$ cat src/rtl/asrv32_writeback.sv
// asrv32 write-back / commit stage: rd formatting, next-PC resolution, retire pulse, load stall.
// Optional commit trace port enabled by defining ASRV32_WB_TRACE_EN.

`ifndef OPCODE_WIDTH
`define OPCODE_WIDTH 11
`define LOAD   0
`define STORE  1
`define BRANCH 2
`define JAL    3
`define JALR   4
`define LUI    5
`define AUIPC  6
`define SYSTEM 7
`define RTYPE  8
`define ITYPE  9
`define FENCE  10
`endif

module asrv32_writeback #(
    parameter logic [31:0] PC_RESET = 32'h0000_0000
) (
    input  logic                     i_clk,
    input  logic                     i_rst_n,
    input  logic                     i_wb_stage_en,
    input  logic [`OPCODE_WIDTH-1:0] i_opcode,
    input  logic [2:0]               i_funct3,
    input  logic [31:0]              i_pc,
    input  logic [31:0]              i_imm,
    input  logic [31:0]              i_alu_result,
    input  logic                     i_branch_taken,
    input  logic [4:0]               i_rd_addr,
    input  logic [31:0]              i_csr_out,
    input  logic [31:0]              i_load_data,
    input  logic                     i_load_ack,
    input  logic                     i_go_to_trap,
    input  logic                     i_return_from_trap,
    input  logic [31:0]              i_trap_address,
    input  logic [31:0]              i_return_address,
    output logic                     o_rd_wr_en,
    output logic [4:0]               o_rd_addr,
    output logic [31:0]              o_rd_data,
    output logic [31:0]              o_next_pc,
    output logic                     o_pc_load,
    output logic                     o_minstret_inc,
`ifdef ASRV32_WB_TRACE_EN
    output logic                     o_trace_valid,
    output logic [31:0]              o_trace_pc,
    output logic                     o_trace_trap,
`endif
    output logic                     o_stall
);

    typedef enum logic {
        IDLE      = 1'b0,
        WAIT_LOAD = 1'b1
    } state_t;

    typedef struct packed {
        logic [`OPCODE_WIDTH-1:0] opcode;
        logic [2:0]               funct3;
        logic [31:0]              pc;
        logic [31:0]              imm;
        logic [31:0]              alu;
        logic                     br_taken;
        logic [4:0]               rd;
        logic [31:0]              csr;
        logic                     trap;
        logic                     mret;
        logic [31:0]              trap_addr;
        logic [31:0]              ret_addr;
    } ops_t;

    state_t      state_q;
    ops_t        op_q;
    ops_t        op_in;
    ops_t        op_cur;

    logic        load_defer;
    logic        commit_go;
    logic [31:0] pc_plus4;
    logic [31:0] pc_plus_imm;
    logic [31:0] next_pc_d;
    logic [31:0] rd_data_d;
    logic        rd_valid;
    logic        rd_wr_en_d;
    logic [31:0] load_val;

    function automatic logic [31:0] load_extract(input logic [2:0]  funct3,
                                                 input logic [1:0]  offset,
                                                 input logic [31:0] word);
        logic [7:0]  byte_v;
        logic [15:0] half_v;
        byte_v = word[8*offset +: 8];
        half_v = offset[1] ? word[31:16] : word[15:0];
        case (funct3)
            3'd0:    load_extract = {{24{byte_v[7]}}, byte_v};
            3'd1:    load_extract = {{16{half_v[15]}}, half_v};
            3'd2:    load_extract = word;
            3'd4:    load_extract = {24'd0, byte_v};
            3'd5:    load_extract = {16'd0, half_v};
            default: load_extract = 32'd0;
        endcase
    endfunction

    always_comb begin
        op_in.opcode    = i_opcode;
        op_in.funct3    = i_funct3;
        op_in.pc        = i_pc;
        op_in.imm       = i_imm;
        op_in.alu       = i_alu_result;
        op_in.br_taken  = i_branch_taken;
        op_in.rd        = i_rd_addr;
        op_in.csr       = i_csr_out;
        op_in.trap      = i_go_to_trap;
        op_in.mret      = i_return_from_trap;
        op_in.trap_addr = i_trap_address;
        op_in.ret_addr  = i_return_address;
    end

    // In WAIT_LOAD the commit is computed from the operands captured with the token.
    assign op_cur     = (state_q == WAIT_LOAD) ? op_q : op_in;
    assign load_defer = i_opcode[`LOAD] && !i_go_to_trap;
    assign commit_go  = ((state_q == IDLE) && i_wb_stage_en && !load_defer) ||
                        ((state_q == WAIT_LOAD) && i_load_ack);

    assign pc_plus4    = op_cur.pc + 32'd4;
    assign pc_plus_imm = op_cur.pc + op_cur.imm;
    assign load_val    = load_extract(op_cur.funct3, op_cur.alu[1:0], i_load_data);

    always_comb begin
        next_pc_d = pc_plus4;
        if (op_cur.trap)
            next_pc_d = op_cur.trap_addr;
        else if (op_cur.mret)
            next_pc_d = op_cur.ret_addr;
        else if (op_cur.opcode[`JAL])
            next_pc_d = pc_plus_imm;
        else if (op_cur.opcode[`JALR])
            next_pc_d = {op_cur.alu[31:1], 1'b0};
        else if (op_cur.opcode[`BRANCH] && op_cur.br_taken)
            next_pc_d = pc_plus_imm;
    end

    always_comb begin
        rd_data_d = 32'd0;
        rd_valid  = 1'b0;
        if (op_cur.opcode[`LUI]) begin
            rd_data_d = op_cur.imm;
            rd_valid  = 1'b1;
        end else if (op_cur.opcode[`AUIPC]) begin
            rd_data_d = pc_plus_imm;
            rd_valid  = 1'b1;
        end else if (op_cur.opcode[`JAL] || op_cur.opcode[`JALR]) begin
            rd_data_d = pc_plus4;
            rd_valid  = 1'b1;
        end else if (op_cur.opcode[`SYSTEM] && (op_cur.funct3 != 3'd0)) begin
            rd_data_d = op_cur.csr;
            rd_valid  = 1'b1;
        end else if (op_cur.opcode[`RTYPE] || op_cur.opcode[`ITYPE]) begin
            rd_data_d = op_cur.alu;
            rd_valid  = 1'b1;
        end else if (op_cur.opcode[`LOAD]) begin
            rd_data_d = load_val;
            rd_valid  = 1'b1;
        end
        rd_wr_en_d = rd_valid && (op_cur.rd != 5'd0) && !op_cur.trap;
    end

    always_ff @(posedge i_clk or negedge i_rst_n) begin
        if (!i_rst_n) begin
            state_q        <= IDLE;
            op_q           <= '0;
            o_rd_wr_en     <= 1'b0;
            o_rd_addr      <= 5'd0;
            o_rd_data      <= 32'd0;
            o_next_pc      <= PC_RESET;
            o_pc_load      <= 1'b0;
            o_minstret_inc <= 1'b0;
            o_stall        <= 1'b0;
`ifdef ASRV32_WB_TRACE_EN
            o_trace_valid  <= 1'b0;
            o_trace_pc     <= 32'd0;
            o_trace_trap   <= 1'b0;
`endif
        end else begin
            o_rd_wr_en     <= 1'b0;
            o_pc_load      <= 1'b0;
            o_minstret_inc <= 1'b0;
`ifdef ASRV32_WB_TRACE_EN
            o_trace_valid  <= 1'b0;
`endif
            case (state_q)
                IDLE: begin
                    if (i_wb_stage_en && load_defer) begin
                        op_q    <= op_in;
                        state_q <= WAIT_LOAD;
                        o_stall <= 1'b1;
                    end
                end
                WAIT_LOAD: begin
                    if (i_load_ack) begin
                        state_q <= IDLE;
                        o_stall <= 1'b0;
                    end
                end
                default: begin
                    state_q <= IDLE;
                    o_stall <= 1'b0;
                end
            endcase
            if (commit_go) begin
                o_rd_wr_en     <= rd_wr_en_d;
                o_rd_addr      <= op_cur.rd;
                o_rd_data      <= rd_data_d;
                o_next_pc      <= next_pc_d;
                o_pc_load      <= 1'b1;
                o_minstret_inc <= !op_cur.trap;
`ifdef ASRV32_WB_TRACE_EN
                o_trace_valid  <= 1'b1;
                o_trace_pc     <= op_cur.pc;
                o_trace_trap   <= op_cur.trap;
`endif
            end
        end
    end

endmodule
$ cat config.mk
export PLATFORM = sky130hd
export DESIGN_NAME = asrv32_writeback
export DESIGN_NICKNAME = d
export VERILOG_FILES = /design/src/rtl/asrv32_writeback.sv
export SDC_FILE = /design/constraint.sdc
export NUM_CORES = 1
export LEC_CHECK = 0
export CORE_UTILIZATION = 49
export DETAILED_ROUTE_END_ITERATION = 10
export GPL_TIMING_DRIVEN = 0
export PLACE_DENSITY = 0.78
export SETUP_SLACK_MARGIN = 0.3
export SYNTH_ARGS = -nofsm -noshare
export SYNTH_HDL_FRONTEND = slang
export SYNTH_SLANG_ARGS = --single-unit
$ cat constraint.sdc
create_clock -name i_clk -period 4.5 [get_ports i_clk]
set_clock_uncertainty 0.05 [all_clocks]
set_input_delay 0.9 -clock i_clk [delete_from_list [all_inputs] [get_ports i_clk]]
set_output_delay 0.9 -clock i_clk [all_outputs]
set_load 0.02 [all_outputs]
[Yosys cells after proc, flatten, opt, wreduce, memory -nomap -nowiden]
Cells that the tools add are included.
Word-level totals
  input bits: 250
  logic and storage cells: 79
  output and inout bits: 73
  register bits after elaboration: 287
Operators by class
  $add $sub $neg: 2
  shift-type cells: 1
  bitwise operators: 1
  muxes and demuxes: 29
  reductions and logical operators: 20
  eq/ne operators: 6
Operators with widths (count)
  2-to-1 mux 32 bit: 11
  2-to-1 mux 213 bit: 1
  case mux 32 bit (5 select lines): 1
  adder 32 x 3 -> 32 bit, second input constant: 1
  adder 32 bit: 1
  indexed part select 32 x 6 -> 8 bit: 1
  2-to-1 mux 16 bit: 1
  2-to-1 mux 1 bit: 13
  logical AND 1 bit: 9
  equality test 3 bit, second input constant: 2
  nonzero test 5 bit: 1
  case mux 1 bit (2 select lines): 2
  AND reduction 2 bit: 2
  equality test 3 x 1 -> 1 bit, second input constant: 1
  equality test 3 x 2 -> 1 bit, second input constant: 1
  logical NOT 1 bit: 3
  logical NOT 3 bit: 1
  logical OR 1 bit: 3
  nonzero test 3 bit: 1
  inequality test 2 x 1 -> 1 bit, second input constant: 1
  inequality test 2 bit, second input constant: 1
  inverter 1 bit: 1

[Depth between registers and ports, before layout]
  depth in word-level cells: 10
  depth in mapped cells: 18
  gate-level depth less buffers: 11

[Least setup slack after synthesis]
OpenSTA, ideal clock, no wires.
  path kind: reg-to-reg
  start point: register state_q
  end point: register o_next_pc[30]
  required time: 4310 ps
  library setup time: 140 ps
  data arrival time: 4225 ps
  setup slack: 85 ps
  stages on the path, launching flop included: 19
  period minus slack after synthesis: 4415 ps
  buffers on the path: 8
  cell sequence: dfrtp_1 > buf_6 > buf_6 > buf_2 > buf_4 > buf_4 > buf_4 > buf_4 > buf_2 > mux2_2 > ha_1 > a211oi_1 > a2111oi_0 > nor4b_1 > nor3_1 > o21ba_2 > o21bai_1 > a2111oi_0 > a211oi_1
On the way
  longest elaborated chain between the ends: 7
  elaborated cells on any way between the ends: 14
  those cells by class: add/sub: 2; mux: 6; bitwise: 1; reduce/logical: 5
RTL lines
  from (decl): line 73  | state_t state_q;
  from (signal assigned): line 171  | state_q <= IDLE;
  from (signal assigned): line 196  | state_q <= WAIT_LOAD;
  from (signal assigned): line 202  | state_q <= IDLE;
  2-to-1 mux 213 bit: line 121  | assign op_cur = (state_q == WAIT_LOAD) ? op_q : op_in;
  adder 32 x 3 -> 32 bit (tied with other cells): line 126  | assign pc_plus4 = op_cur.pc + 32'd4;
  2-to-1 mux 32 bit: line 140  | else if (op_cur.opcode[`BRANCH] && op_cur.br_taken)
  2-to-1 mux 32 bit: line 138  | else if (op_cur.opcode[`JALR])
  2-to-1 mux 32 bit: line 136  | else if (op_cur.opcode[`JAL])
  2-to-1 mux 32 bit: line 134  | else if (op_cur.mret)
  2-to-1 mux 32 bit: line 132  | if (op_cur.trap)
  to (signal assigned): line 215  | o_next_pc <= next_pc_d;
  to (decl): line 42  | output logic [31:0] o_next_pc,
Several ways; a longest one is shown, not always the timed one.
A chain may end at the register's enable or synchronous reset.

[Worst setup path in the final report]
  start point: register state_q
  end point: register o_next_pc[22]
The elaborated chain is that of the path after synthesis.

==> impl_table.tex <==
\begin{tabular}{lr}
\hline
Metric & Value \\
\hline
\multicolumn{2}{l}{\textbf{Placed design}} \\
\quad Last weighted congestion value of the routability-driven placer & around 1.0 \\
\quad HPWL Detailed & 69.98 mm \\
\quad Number of buffers inserted by port buffering & 320 \\
\quad Number of placed instances, taps included & $\sim$2700 \\
\multicolumn{2}{l}{\textbf{Timing}} \\
\quad Slew of the pin with the lowest slew margin & around 1.3 ns \\
\quad Period Utilization, post-route & 93.61\% \\
\quad Unrepaired setup endpoints after global routing & true \\
\quad Final setup viols & 0 \\
\quad Endpoints failing hold & 0 \\
\quad Highest clock rate & 237.4 MHz \\
\quad Min Hold Slack & 0.2203 ns \\
\quad Worst max-slew margin expressed relative to the limit & around 16\% \\
\quad Final Max Slew Viols & 0 \\
\quad Crit path time final & between 4 and 5 ns \\
\multicolumn{2}{l}{\textbf{Setup path}} \\
\quad Largest incremental delay on the critical path & around 0.41 ns \\
\quad Crit path cell chain & buf\_6 -> buf\_12 -> buf\_12 -> buf\_12 -> buf\_16 -> buf\_16 -> buf\_16 -> buf\_16 -> mux2\_2 -> ha\_4 -> a211oi\_4 -> buf\_4 -> a2111oi\_4 -> nor4b\_4 -> nor3\_4 -> buf\_6 -> o31ai\_4 -> xnor2\_2 -> o21ai\_1 -> nand2\_1 \\
\quad Critical Setup Path Class & flop to flop \\
\quad Arrival time of data at the critical path endpoint & roughly 4.6 ns \\
\quad Kind of launch point of the worst setup path & flop \\
\quad Critical Path Sink Type & flop \\
\quad Crit path max-delay cell type & sky130\_fd\_sc\_hd\_\_nor4b\_4 \\
\quad Cell seen most often among critical-path stages & sky130\_fd\_sc\_hd\_\_buf\_16 \\
\quad Maximum net fanout on the critical path & 10 \\
\quad Data required time at the worst endpoint & between 4 and 5 ns \\
\multicolumn{2}{l}{\textbf{Floorplanning}} \\
\quad Starting density of the core & between 40\% and 50\% \\
\quad X dimension of the die & a little under 200 um \\
\quad Vert. Die Dim & between 150 and 200 um \\
\quad I/O pin cnt & about 320 \\
\quad Core region area & 0.03767 mm2 \\
\quad Die area & 0.03909 mm2 \\
\quad Number of standard-cell rows in the floorplan & slightly above 70 \\
\multicolumn{2}{l}{\textbf{Job}} \\
\quad Count of max-cap constraint violations & 0 \\
\multicolumn{2}{l}{\textbf{Drt}} \\
\quad First DRT Iteration DRCs & about 2200 \\
\quad 1st-pass router iterations & 6 \\
\quad Number of DRC violations after detailed routing & 0 \\
\quad Vias per inst & around 6.9 \\
\quad Post-detailed-routing wire length & $\sim$94 mm \\
\quad Via count & 19390 \\
\quad Post-DRT Antenna Nets & 0 \\
\quad WL per Instance & 33.26 um \\
\multicolumn{2}{l}{\textbf{Synth}} \\
\quad FF+latch count, synth & 286 \\
\quad Post-synth net total & 2152 \\
\quad Share of synthesized area occupied by flip-flops and latches & approximately two fifths \\
\quad Total number of yosys warnings & 0 \\
\quad Number of flops mapped to enable cells by yosys & 0 \\
\quad Distinct cell type count of the synthesized netlist & 85 \\
\quad Cell area after synthesis & around 0.019 mm2 \\
\quad Mean instance size in the synthesized netlist & between 10 and 15 um2 \\
\quad Most common flop cell mapped by yosys & sky130\_fd\_sc\_hd\_\_dfrtp\_1 \\
\quad Synthesized instance count & between 1500 and 2000 \\
\quad FFs w/ async S/R, synth & 100.0\% \\
\multicolumn{2}{l}{\textbf{Global routing}} \\
\quad Maximum number of pins on one net before global-route repair & 120 \\
\quad Number of global-route vias before repair & 18980 \\
\quad Total overflow reported by the global router & 0 \\
\quad Total routing resource utilization after global routing & 47.18\% \\
\quad First-pass GRT wire length & 130.2 mm \\
\quad Antenna violations before repair & 5 \\
\multicolumn{2}{l}{\textbf{Cells and area}} \\
\quad Area of the multi-input gates & approximately 0.012 mm2 \\
\quad FF+latch area & around 0.0072 mm2 \\
\quad Most frequent standard cell in the layout excluding fill and tap cells & sky130\_fd\_sc\_hd\_\_clkdlybuf4s50\_1 \\
\quad Leading cell types in the layout, fill and taps excluded & sky130\_fd\_sc\_hd\_\_clkdlybuf4s50\_1, sky130\_fd\_sc\_hd\_\_mux2\_2, sky130\_fd\_sc\_hd\_\_dfrtp\_1 \\
\quad Area Growth Syn to Fin & 34.70\% \\
\quad Fillers & 2827 \\
\quad Number of non-filler instances in the completed layout & approximately 2800 \\
\quad Layout Nets & between 2000 and 3000 \\
\quad Fraction of final layout cells sized beyond drive strength 1 & a little under a quarter \\
\multicolumn{2}{l}{\textbf{Worst hold path}} \\
\quad Class of the tightest hold or removal check & input port to async pin \\
\multicolumn{2}{l}{\textbf{Clocking}} \\
\quad Longest Clk Path Bufs & 3 \\
\quad Clock Sinks & around 290 \\
\quad Count of H-tree levels built during CTS & 2 \\
\quad Clock-pin slew of the registers on the worst-case setup and hold paths & roughly 0.060 ns \\
\quad Number of buffers added by the clock tree synthesis step & 34 \\
\quad Insertion delay of the later-clocked pin in the worst-skew pair & approximately 0.56 ns \\
\quad TritonCTS clock tree & yes \\
\quad CTS root buf & sky130\_fd\_sc\_hd\_\_clkbuf\_16 \\
\multicolumn{2}{l}{\textbf{Status}} \\
\quad Result of the run & finished clean \\
\multicolumn{2}{l}{\textbf{Power and ir drop}} \\
\quad Power Dens Cells & roughly 450 mW/mm2 \\
\quad LEAKAGE & about 9.8 nW \\
\quad Maximum VDD drop & $\sim$330 uV \\
\hline
\end{tabular}
-- sequential cells by signal, summed over array words and instances (netlist names) --
name	count
o_pc_load	1
o_rd_wr_en	1
o_rd_addr	5
state_q	1
o_rd_data	32
o_minstret_inc	1
o_stall	1
op_q	212
o_next_pc	32
-- synth_stat cells (32+ instances only) --
| cell | number | area (um2) |
|---|---|---|
| sky130_fd_sc_hd__a21oi_1 | 148 | 740.7 |
| sky130_fd_sc_hd__clkbuf_1 | 85 | 319.1 |
| sky130_fd_sc_hd__dfrtp_1 | 286 | 7157 |
| sky130_fd_sc_hd__ha_1 | 32 | 400.4 |
| sky130_fd_sc_hd__mux2_2 | 292 | 3288 |
| sky130_fd_sc_hd__mux2i_1 | 128 | 1281 |
| sky130_fd_sc_hd__nand2_1 | 146 | 548.0 |
| sky130_fd_sc_hd__nand3_1 | 49 | 245.2 |
| sky130_fd_sc_hd__nor2_1 | 76 | 285.3 |
| sky130_fd_sc_hd__nor3_1 | 36 | 180.2 |
| sky130_fd_sc_hd__o21ai_0 | 90 | 450.4 |
| sky130_fd_sc_hd__xnor2_1 | 35 | 306.5 |
-- per-stage QoR --
| stage | setup WS [ns] | TNS, ns | cell area (um2) | util (%) | power, mW |
|---|---|---|---|---|---|
| final | 0.2876 | 0 | 25280 | 67.11 | 11.46 |
| after global routing | 0.2574 | 0 | 25270 | 67.08 | 11.73 |
| after CTS | 0.3078 | 0 | 24830 | 65.91 | 11.10 |
| after detailed placement | -1.515 | -53.64 | 22700 | 60.27 | 7.819 |
| after global placement | -9.770 | -2836.58 | 22640 | 60.11 | 7.714 |
| after floorplan | 0.3224 | 0 | 18800 | - | 5.892 |
-- where the power goes --
| group | internal (mW) | switching, mW |
|---|---|---|
| Sequential | 3.21 | 0.471 |
| Combinational | 2.02 | 2.75 |
| Clock | 1.81 | 1.20 |
-- path summary, 6_finish.rpt --
kind | startpoint | to | slack (ns) | cells past startpoint
worst max-delay path | state_q | o_next_pc[22] | 0.29 | 20
worst min-delay path | i_rst_n | op_q[57] | 0.22 | 1
worst max register to register | state_q | o_next_pc[22] | 0.29 | 20
worst min register to register | o_rd_addr[2] | o_rd_addr[2] | 0.43 | 2
max in group asynchronous | i_rst_n | op_q[142] | 3.14 | 2
min in group i_clk | o_rd_addr[2] | o_rd_addr[2] | 0.43 | 2
-- layout make-up --
class,instances,area share [%]
sequential,286,28.31
multi-input combinational,1438,45.76
buffer,123,3.861
antenna,5,0.04950
clock inverter,8,0.5940
inverter,22,0.3267
clock buffer,53,4.088
tap,511,2.529
timing repair buffer,373,14.48
-- worst max-delay path, delay by kind of cell (launching register included) --
family	cells	cell delay (ns)
buf+inv	10	1.46
fa+ha+maj	1	0.27
flops	1	0.39
compound gates	4	0.84
xor+xnor	1	0.18
simple gates	3	0.58
mux	1	0.32
-- routing by layer --
layer | GRT usage, % | up-vias | part of all wire (%)
met4 | 31.90 | 4 | 7.9
met2 | 71.32 | 1591 | 44
met3 | 13.12 | 377 | 11
li1 | - | 7893 | -
met5 | 0 | - | 0.026
met1 | 58.72 | 9528 | 37
-- kinds of logic after synthesis --
family	after synthesis	synth area share, %
AOI/OAI and AO/OA	512	18.16
DFF	286	38.14
adders and majority gates	33	2.240
xor gates and xnor gates	52	2.427
buffers and inverters	145	3.614
muxes	423	24.61
and+or+nand+nor	418	10.81
-- what timing repair did --
| action | CTS | global route |
|---|---|---|
| pin swaps | 23 | 23 |
| resized for setup | 152 | 51 |
| buffers inserted | 26 | 25 |
| hold buffers | 0 | 0 |
| setup endpoints to repair | 60 | 43 |
Note: power is estimated with default switching activity, not from simulation.
